File: config.mk
export PLATFORM = sky130hd
export DESIGN_NAME = dma_m2m_copy_engine
export DESIGN_NICKNAME = d
export VERILOG_FILES = /design/src/rtl/dma_m2m_copy_engine.sv
export SDC_FILE = /design/constraint.sdc
export NUM_CORES = 1
export LEC_CHECK = 0
export CAP_MARGIN = 20
export CORE_ASPECT_RATIO = 0.9
export CORE_UTILIZATION = 58
export CTS_CLUSTER_SIZE = 28
export DETAILED_ROUTE_END_ITERATION = 7
export HOLD_SLACK_MARGIN = 0.05
export PLACE_DENSITY = 0.81
export SYNTH_ARGS = -nofsm -noshare
export SYNTH_HDL_FRONTEND = slang
export SYNTH_SLANG_ARGS = --single-unit
export TNS_END_PERCENT = 100
File: constraint.sdc
create_clock -name clk -period 3.5 [get_ports clk]
set_clock_uncertainty 0.2 [all_clocks]
set_input_delay 0.35 -clock clk [delete_from_list [all_inputs] [get_ports clk]]
set_output_delay 0.35 -clock clk [all_outputs]
set_load 0.03 [all_outputs]
File: src/rtl/dma_m2m_copy_engine.sv
`timescale 1ns/1ps
// Memory-to-memory copy engine: CSR-programmed word copy from an Avalon-MM read master into an Avalon-MM write master.
// Internal FIFO with credit-bounded reads; both masters hold outputs under waitrequest, steady state 1 word/clk.
module dma_m2m_copy_engine #(
  parameter int ADDR_W     = 17,
  parameter int LEN_W      = 17,
  parameter int FIFO_DEPTH = 8
) (
  input  logic              clk,
  input  logic              reset_n,
  input  logic [2:0]        csr_address,
  input  logic              csr_chipselect,
  input  logic              csr_read,
  input  logic              csr_write,
  input  logic [31:0]       csr_writedata,
  output logic [31:0]       csr_readdata,
  output logic              irq,
  output logic [ADDR_W-1:0] rd_address,
  output logic              rd_read,
  input  logic              rd_waitrequest,
  input  logic [31:0]       rd_readdata,
  input  logic              rd_readdatavalid,
  output logic [ADDR_W-1:0] wr_address,
  output logic              wr_write,
  output logic [31:0]       wr_writedata,
  output logic [3:0]        wr_byteenable,
  input  logic              wr_waitrequest
);
  localparam int PTR_W = $clog2(FIFO_DEPTH);
  localparam int CNT_W = PTR_W + 1;
  localparam int SUM_W = CNT_W + 1;

  typedef enum logic [1:0] {S_IDLE, S_BUSY, S_ABORT} state_t;

  state_t            state_q, state_d;
  logic [ADDR_W-1:0] src_q, src_d, dst_q, dst_d;
  logic [ADDR_W-1:0] rd_addr_q, rd_addr_d, wr_addr_q, wr_addr_d;
  logic [LEN_W-1:0]  len_q, len_d, rd_cnt_q, rd_cnt_d, remain_q, remain_d;
  logic              irq_en_q, irq_en_d, done_q, done_d, aborted_q, aborted_d, irq_q, irq_d;
  logic [31:0]       rdata_q, rdata_d;
  logic [CNT_W-1:0]  out_q, out_d, fcnt_q, fcnt_d;
  logic [PTR_W-1:0]  wptr_q, wptr_d, rptr_q, rptr_d;
  logic [31:0]       mem_q [FIFO_DEPTH];
  logic [31:0]       mem_d [FIFO_DEPTH];

  logic csr_wr, csr_rd, go, abort, busy, credit_ok;
  logic rd_fire, wr_fire, push, pop, ret;
  logic unused_wdata;

  assign csr_wr = csr_chipselect & csr_write;
  assign csr_rd = csr_chipselect & csr_read;
  assign go     = csr_wr && (csr_address == 3'd4) && csr_writedata[0];
  assign abort  = csr_wr && (csr_address == 3'd4) && csr_writedata[1];
  assign busy   = (state_q != S_IDLE);
  assign unused_wdata = ^csr_writedata;

  // Reads in flight plus buffered words never exceed the FIFO, so a return always has room.
  assign credit_ok = ({1'b0, out_q} + {1'b0, fcnt_q}) < SUM_W'(FIFO_DEPTH);
  assign rd_read   = (state_q == S_BUSY) && (rd_cnt_q != '0) && credit_ok;
  assign wr_write  = (state_q == S_BUSY) && (fcnt_q != '0);
  assign rd_fire   = rd_read & ~rd_waitrequest;
  assign wr_fire   = wr_write & ~wr_waitrequest;
  assign push      = rd_readdatavalid && (state_q == S_BUSY);
  assign pop       = wr_fire;
  // Stray returns after a reset find outstanding at zero and are dropped.
  assign ret       = rd_readdatavalid && (out_q != '0);

  assign rd_address    = rd_addr_q;
  assign wr_address    = wr_addr_q;
  assign wr_writedata  = mem_q[rptr_q];
  assign wr_byteenable = 4'hF;
  assign irq           = irq_q;
  assign csr_readdata  = rdata_q;

  always_comb begin
    state_d   = state_q;
    src_d     = src_q;
    dst_d     = dst_q;
    len_d     = len_q;
    rd_addr_d = rd_addr_q;
    wr_addr_d = wr_addr_q;
    rd_cnt_d  = rd_cnt_q;
    remain_d  = remain_q;
    irq_en_d  = irq_en_q;
    done_d    = done_q;
    aborted_d = aborted_q;
    rdata_d   = rdata_q;
    out_d     = out_q;
    fcnt_d    = fcnt_q;
    wptr_d    = wptr_q;
    rptr_d    = rptr_q;
    mem_d     = mem_q;

    if (csr_wr) begin
      case (csr_address)
        3'd0: begin
          if (csr_writedata[1]) done_d = 1'b0;
          if (csr_writedata[2]) aborted_d = 1'b0;
        end
        3'd1: if (!busy) src_d = ADDR_W'(csr_writedata);
        3'd2: if (!busy) dst_d = ADDR_W'(csr_writedata);
        3'd3: if (!busy) len_d = LEN_W'(csr_writedata);
        3'd4: irq_en_d = csr_writedata[2];
        default: ;
      endcase
    end

    if (csr_rd) begin
      case (csr_address)
        3'd0:    rdata_d = {29'd0, aborted_q, done_q, busy};
        3'd1:    rdata_d = 32'(src_q);
        3'd2:    rdata_d = 32'(dst_q);
        3'd3:    rdata_d = 32'(len_q);
        3'd4:    rdata_d = {29'd0, irq_en_q, 2'b00};
        3'd5:    rdata_d = 32'(remain_q);
        default: rdata_d = 32'd0;
      endcase
    end

    if (rd_fire) begin
      rd_addr_d = rd_addr_q + ADDR_W'(1);
      rd_cnt_d  = rd_cnt_q - LEN_W'(1);
    end
    case ({rd_fire, ret})
      2'b10:   out_d = out_q + CNT_W'(1);
      2'b01:   out_d = out_q - CNT_W'(1);
      default: ;
    endcase

    if (push) begin
      mem_d[wptr_q] = rd_readdata;
      wptr_d        = wptr_q + PTR_W'(1);
    end
    if (pop) rptr_d = rptr_q + PTR_W'(1);
    case ({push, pop})
      2'b10:   fcnt_d = fcnt_q + CNT_W'(1);
      2'b01:   fcnt_d = fcnt_q - CNT_W'(1);
      default: ;
    endcase

    if (wr_fire) begin
      wr_addr_d = wr_addr_q + ADDR_W'(1);
      remain_d  = remain_q - LEN_W'(1);
    end

    case (state_q)
      S_IDLE: begin
        if (go) begin
          aborted_d = 1'b0;
          if (len_q != '0) begin
            state_d   = S_BUSY;
            done_d    = 1'b0;
            rd_addr_d = src_q;
            wr_addr_d = dst_q;
            rd_cnt_d  = len_q;
            remain_d  = len_q;
          end else begin
            done_d   = 1'b1;
            remain_d = '0;
          end
        end
      end
      S_BUSY: begin
        // A final write landing with an ABORT still counts as a completed copy.
        if (wr_fire && (remain_q == LEN_W'(1))) begin
          state_d = S_IDLE;
          done_d  = 1'b1;
        end else if (abort) begin
          state_d = S_ABORT;
        end
      end
      S_ABORT: begin
        if (out_q == '0) begin
          state_d   = S_IDLE;
          aborted_d = 1'b1;
          wptr_d    = '0;
          rptr_d    = '0;
          fcnt_d    = '0;
        end
      end
      default: state_d = S_IDLE;
    endcase

    irq_d = done_d & irq_en_d;
  end

  always_ff @(posedge clk) begin
    if (!reset_n) begin
      state_q   <= S_IDLE;
      src_q     <= '0;
      dst_q     <= '0;
      len_q     <= '0;
      rd_addr_q <= '0;
      wr_addr_q <= '0;
      rd_cnt_q  <= '0;
      remain_q  <= '0;
      irq_en_q  <= 1'b0;
      done_q    <= 1'b0;
      aborted_q <= 1'b0;
      irq_q     <= 1'b0;
      rdata_q   <= '0;
      out_q     <= '0;
      fcnt_q    <= '0;
      wptr_q    <= '0;
      rptr_q    <= '0;
      for (int i = 0; i < FIFO_DEPTH; i++) mem_q[i] <= '0;
    end else begin
      state_q   <= state_d;
      src_q     <= src_d;
      dst_q     <= dst_d;
      len_q     <= len_d;
      rd_addr_q <= rd_addr_d;
      wr_addr_q <= wr_addr_d;
      rd_cnt_q  <= rd_cnt_d;
      remain_q  <= remain_d;
      irq_en_q  <= irq_en_d;
      done_q    <= done_d;
      aborted_q <= aborted_d;
      irq_q     <= irq_d;
      rdata_q   <= rdata_d;
      out_q     <= out_d;
      fcnt_q    <= fcnt_d;
      wptr_q    <= wptr_d;
      rptr_q    <= rptr_d;
      for (int i = 0; i < FIFO_DEPTH; i++) mem_q[i] <= mem_d[i];
    end
  end
endmodule
## Word level (Yosys, flattened, before mapping)

Cells that the tools add are included.

- Add/sub/neg operators: 11
- $lt $le $gt $ge: 4
- Equality and inequality tests: 16
- Multiplexer cells: 54
- Bitwise operators: 10
- Reductions and logical operators: 23

Operators by type and width:

| operator | count |
|---|---|
| 17-bit 2-to-1 mux | 16 |
| 256-bit bitwise mux | 1 |
| 17-bit one-hot mux with 6 select lines | 1 |
| 32-bit binary-select mux with 3-bit select | 1 |
| 32-bit demux with 3-bit select | 1 |
| 32-bit 2-to-1 mux | 3 |
| 17-bit by 1-bit adder with 17-bit output (second input constant) | 2 |
| 17-bit nonzero test | 2 |
| 17-bit by 1-bit subtractor with 17-bit output (second input constant) | 2 |
| 3-bit 2-to-1 mux | 6 |
| 17-bit by 1-bit equality test with 1-bit output (second input constant) | 1 |
| 4-bit one-hot mux with 2 select lines | 2 |
| 1-bit 2-to-1 mux | 13 |
| 1-bit logical AND | 10 |
| 2-bit 2-to-1 mux | 5 |
| 3-bit AND reduction | 3 |
| 4-bit by 1-bit adder with 4-bit output (second input constant) | 2 |
| 4-bit greater-or-equal comparator (second input constant) | 2 |
| 4-bit 2-to-1 mux | 2 |
| 3-bit NOT with 4-bit output | 2 |
| 4-bit nonzero test | 2 |
| 4-bit by 1-bit subtractor with 4-bit output (second input constant) | 2 |
| 3-bit by 1-bit adder with 3-bit output (second input constant) | 2 |
| 2-bit by 1-bit equality test with 1-bit output (second input constant) | 3 |
| 18 further kinds | 32 |

- Register bits: 427
- Input port bits: 75
- Output and inout bits: 105
- Word-level logic and storage cells: 143

## Logic depth before layout (Yosys ltp)

- Depth after elaboration: 8
- Gate-level depth with buffers: 13
- Mapped depth without buffers: 11

## Worst setup path after synthesis

OpenSTA, ideal clock, no wires.

- Kind: register -> register
- Start point: register out_q[3]
- End point: register out_q[2]
- Library setup time: 0.070 ns
- Data arrival time: 2.714 ns
- Path slack: 0.516 ns
- Stages on the path, launching flop included: 14
- Buffers on the path: 2
- Clock period less this slack: 2.984 ns
- Path through: dfxtp_1 ha_1 nor4b_2 and4b_1 buf_2 o21ai_4 buf_4 ha_1 xor2_1 ha_1 a21oi_1 xor2_1 or3_1 a21oi_1

- Cells in the longest elaborated chain, start to end: 6
- Elaborated cells between the ends (all ways): 10

RTL lines:

| item | line | source |
|---|---|---|
| from (decl) | 41 | `logic [CNT_W-1:0] out_q, out_d, fcnt_q, fcnt_d;` |
| from (signal assigned) | 221 | `out_q <= out_d;` |
| 4-bit by 4-bit adder with 5-bit output | 58 | `assign credit_ok = ({1'b0, out_q} + {1'b0, fcnt_q}) < SUM_W'(FIFO_DEPTH);` |
| 5-bit by 4-bit < comparator with 1-bit output | 58 |  |
| 1-bit logical AND | 59 | `assign rd_read = (state_q == S_BUSY) && (rd_cnt_q != '0) && credit_ok;` |
| 1-bit bitwise AND | 61 | `assign rd_fire = rd_read & ~rd_waitrequest;` |
| 2-bit by 1-bit equality test with 1-bit output or 2-bit equality test (tied branches) | 124 | `case ({rd_fire, ret})` |
| 4-bit one-hot mux with 2 select lines or 2-bit nonzero test (tied branches) | - |  |

Parallel ways exist; a longest one is shown, timed or not.
A chain may end at the register's enable or synchronous reset.

## Worst setup path in the final report

- Start point: register rptr_q[0]
- End point: output wr_writedata[3]

- Cells in the longest elaborated chain, start to end: 4

RTL lines:

| item | line | source |
|---|---|---|
| from (decl) | 42 | `logic [PTR_W-1:0] wptr_q, wptr_d, rptr_q, rptr_d;` |
| from (signal assigned) | 224 | `rptr_q <= rptr_d;` |
| 3-bit NOT with 4-bit output (implied by the code) | 70 | `assign wr_writedata = mem_q[rptr_q];` |
| 32-bit binary-select mux with 3-bit select | 70 |  |
| 32-bit 2-to-1 mux (implied by the code) (2 in a row) | 70 |  |
| to (decl) | 25 | `output logic [31:0] wr_writedata,` |

No other way between the ends. The select of a mux whose other input is x is not followed.

==> qor.txt <==
final core occ: 69.05%
slowest cell delay on critical path: 600 ps
Clock Latency Late Sink: 550 ps
top cells by count, synth: nand2_1, dfxtp_1, a21oi_1
DIE HEIGHT: 173.4 um
CTS tree: done
Final Wtd Congestion: 0.9377
clock share of power: 47.7%
setup TNS: 0 ps
cell area after synthesis: 0.01892 mm^2
PD cells: 440.6 mW/mm^2
final hold vios: 0
CTS root buf: clkbuf_16
FF-to-FF path depth: 11
multi-input logic area: 0.009787 mm^2
NumNets Final: 2348
FMAX: 293.5 MHz
worst slack, placed: 533.5 ps
global-route wire length before repair: 84.61 mm
Final Slew Violations: 0
Worst path slowest cell: clkdlybuf4s50_1
CORE AREA: 0.03204 mm^2
Seq cells post-synth: 412
Area Growth Syn to Fin: 16.89%
grt total ovfl: 0
sw frac: 21.87%
# clock sinks: 412
LEAKAGE: 0.007347 uW
family with the most delay on the worst path: buffers and inverters
DP HPWL: 34.34 mm
Int Pwr: 7615 uW
top-area cell type share of the netlist area: 43.58%
syn avg cell area: 8.645 um^2
drc violations: 14
die area: 0.03336 mm^2
Main synth FF type: dfxtp_1
Max FO, Critical Path: 18
total CTS buffers: 42
final wirelength: 53.67 mm
CP endpoint kind: output pin
Ys Warns: 0
minimum clock period: 3407 ps
Via Count: 16640
GRT Util Overall: 31.78%
ys async rst share: 0%
Switch Pwr: 2132 uW
register share of total power: 48.4%
synth unique cells: 73
hold_ws: 250.9 ps
Clock Tree Buf Depth: 3
Max-Cap Viols: 0
outcome: complete, but fails checks
reg2reg start: out_q[3]$_SDFFE_PN0P_
wire length per cell: 19.89 um
Crit path buffers/inverters: 2
Starting Density: 59.07%
Worst Setup EP: wr_writedata[3]
register area: 0.008257 mm^2
Comb pwr share: 3.9%
CP startpoint: rptr_q[0]$_SDFF_PN0_
VDD IR-drop max: 0.3816 mV
Crit Path Class: reg2out
setup ws final: 92.79 ps
FILL cells: 2384
dominant cell type by area after synthesis: dfxtp_1
Reg2Reg Setup Slack: 570 ps
Critical Path RT: 2950 ps
design area: 0.02212 mm^2
RR Endpoint: out_q[2]$_SDFFE_PN0P_
Startpoint Class: flop
share of cells above drive strength 1: 11.83%
diodes inserted: 0
I/O Buffers: 145
initial antenna violation count: 0
worst path cell trace: buf_4 > mux4_2 > mux2_2 > clkdlybuf4s50_1
cell count after synthesis: 2189
Routed Antenna Nets: 0
vias in the first global route: 16270
DR pass1 iterations: 7
post-DR vias/cell: 6.163
Final Cycle Share: 97.35%
largest net degree at the start of global routing: 110
CTS clk-pin slew, worst paths: 60 ps
CP Depth: 4
number of flops mapped to enable cells by yosys: 0
placed inst area: 0.02068 mm^2
H-tree Lvls: 2
Worst Path Arrival: 2860 ps
IO Count: 180
synth top area cells: dfxtp_1, nand2_1, a21oi_1, mux4_2, mux2i_1
register area share after synthesis: 43.58%
FP Rows: 62
Worst Hold Class: reg2reg
Max-slew headroom: 29.52%
Worst Tran Pin Value: 1055 ps
failing checks: design-rule violations
RSZ-0062 raised after global routing: no
Final setup viols: 0
Starting DRT DRC Count: 1733
width of the die: 192.4 um
count leader, synth: nand2_1
## cell type report
cell class | instances | area share [%]
clock inverter | 15 | 0.8371
timing repair buffer | 214 | 9.310
clock buffer | 56 | 5.645
inverter | 15 | 0.2885
tap | 416 | 2.353
sequential | 412 | 37.32
multi-input combinational | 1571 | 44.24
## what timing repair did
| action | 4_1_cts | 5_1_grt |
|---|---|---|
| hold buffers | 0 | 0 |
| gates resized for setup | 0 | 1 |
| buffers inserted | 0 | 0 |
| hold endpoints to repair | 0 | 0 |
| endpoints found under the setup margin | 0 | 1 |
## flip-flops by register name, indices dropped and copies added, names as in the netlist
signal and cells:
wr_address 17, out_q 4, src_q 17, irq 1, csr_readdata 17, done_q 1, wptr_q 3, aborted_q 1
irq_en_q 1, fcnt_q 4, rptr_q 3, dst_q 17, state_q 2, remain_q 17, rd_cnt_q 17, mem_q 256
len_q 17, rd_address 17
## worst min-delay path: stages, from the launching register on
cell     delay [ps]
dfxtp_1         310
nand2_1          50
a21oi_1          50
## power by group through the flow
| stage | registers [uW] | logic, uW | clock network [uW] |
|---|---|---|---|
| after global routing | 4710 | 407 | 4870 |
| final | 4710 | 384 | 4650 |
| after global placement | 4820 | 367 | 0 |
| after CTS | 4710 | 376 | 4680 |
| after floorplan | 4820 | 242 | 0 |
| after detailed placement | 4820 | 373 | 0 |
## metrics by stage
step | cells | power [uW]
6_report | 2699 | 9747
3_5_place_dp | 2628 | 5192
2_1_floorplan | 2206 | 5062
5_1_grt | 2699 | 9987
3_3_place_gp | 2628 | 5185
4_1_cts | 2699 | 9769
## kinds of logic after synthesis
kind of cell    count (synthesis)  synth area share [%]
other cells                     2               0.03968
mux                           168                 13.34
simple gates                  819                 18.93
compound gates                491                 14.92
buf+inv                       223                 5.428
flops                         412                 43.58
fa+ha+maj                      17                 1.124
xor+xnor                       57                 2.638
## metal layers
layer  up-vias  share of wire (%)  wire [um]  global-route usage, %
met1      7977                 40      21280                  40.81
li1       7692                  -          -                      -
met3       169                8.1       4374                  4.575
met5         -                  0          0                      0
met4         0                3.8       2063                  14.11
met2       797                 48      25960                  52.83
## cells in the final DEF, fill, tap and decap left out, drive strengths merged, types with 4 or more instances in the layout
master and n:
nor3 21, and3 4, nand3b 7, mux2i 71
o21ai 63, o31ai 9, dfxtp 412, o211ai 7
or4 12, nor3b 4, mux4 64, a31oi 16
a211oi 7, xor2 38, o2bb2ai 28, or2 5
bufinv 4, a21oi 312, nand2b 6, nor4 15
clkbuf 56, or3 16, a22oi 12, conb 19
nand2 565, a22o 13, nand3 22, buf 69
clkdlybuf4s50 144, xnor2 19, nor2 100, ha 17
nand4 16, clkinv 11, nor2b 5, nand4b 4
mux2 33, inv 14
## worst min path at each step
stage	start	end	slack, ps	cells after the start
6_report	mem_q[168]$_SDFFE_PN0P_	mem_q[168]$_SDFFE_PN0P_	250	2
5_1_grt	mem_q[92]$_SDFFE_PN0P_	mem_q[92]$_SDFFE_PN0P_	270	2
4_1_cts	mem_q[211]$_SDFFE_PN0P_	mem_q[211]$_SDFFE_PN0P_	250	2
3_5_place_dp	mem_q[58]$_SDFFE_PN0P_	mem_q[58]$_SDFFE_PN0P_	240	2
3_3_place_gp	mem_q[90]$_SDFFE_PN0P_	mem_q[90]$_SDFFE_PN0P_	240	2
2_1_floorplan	mem_q[189]$_SDFFE_PN0P_	mem_q[189]$_SDFFE_PN0P_	230	2
No activity file was read; power rests on OpenSTA's default activity.
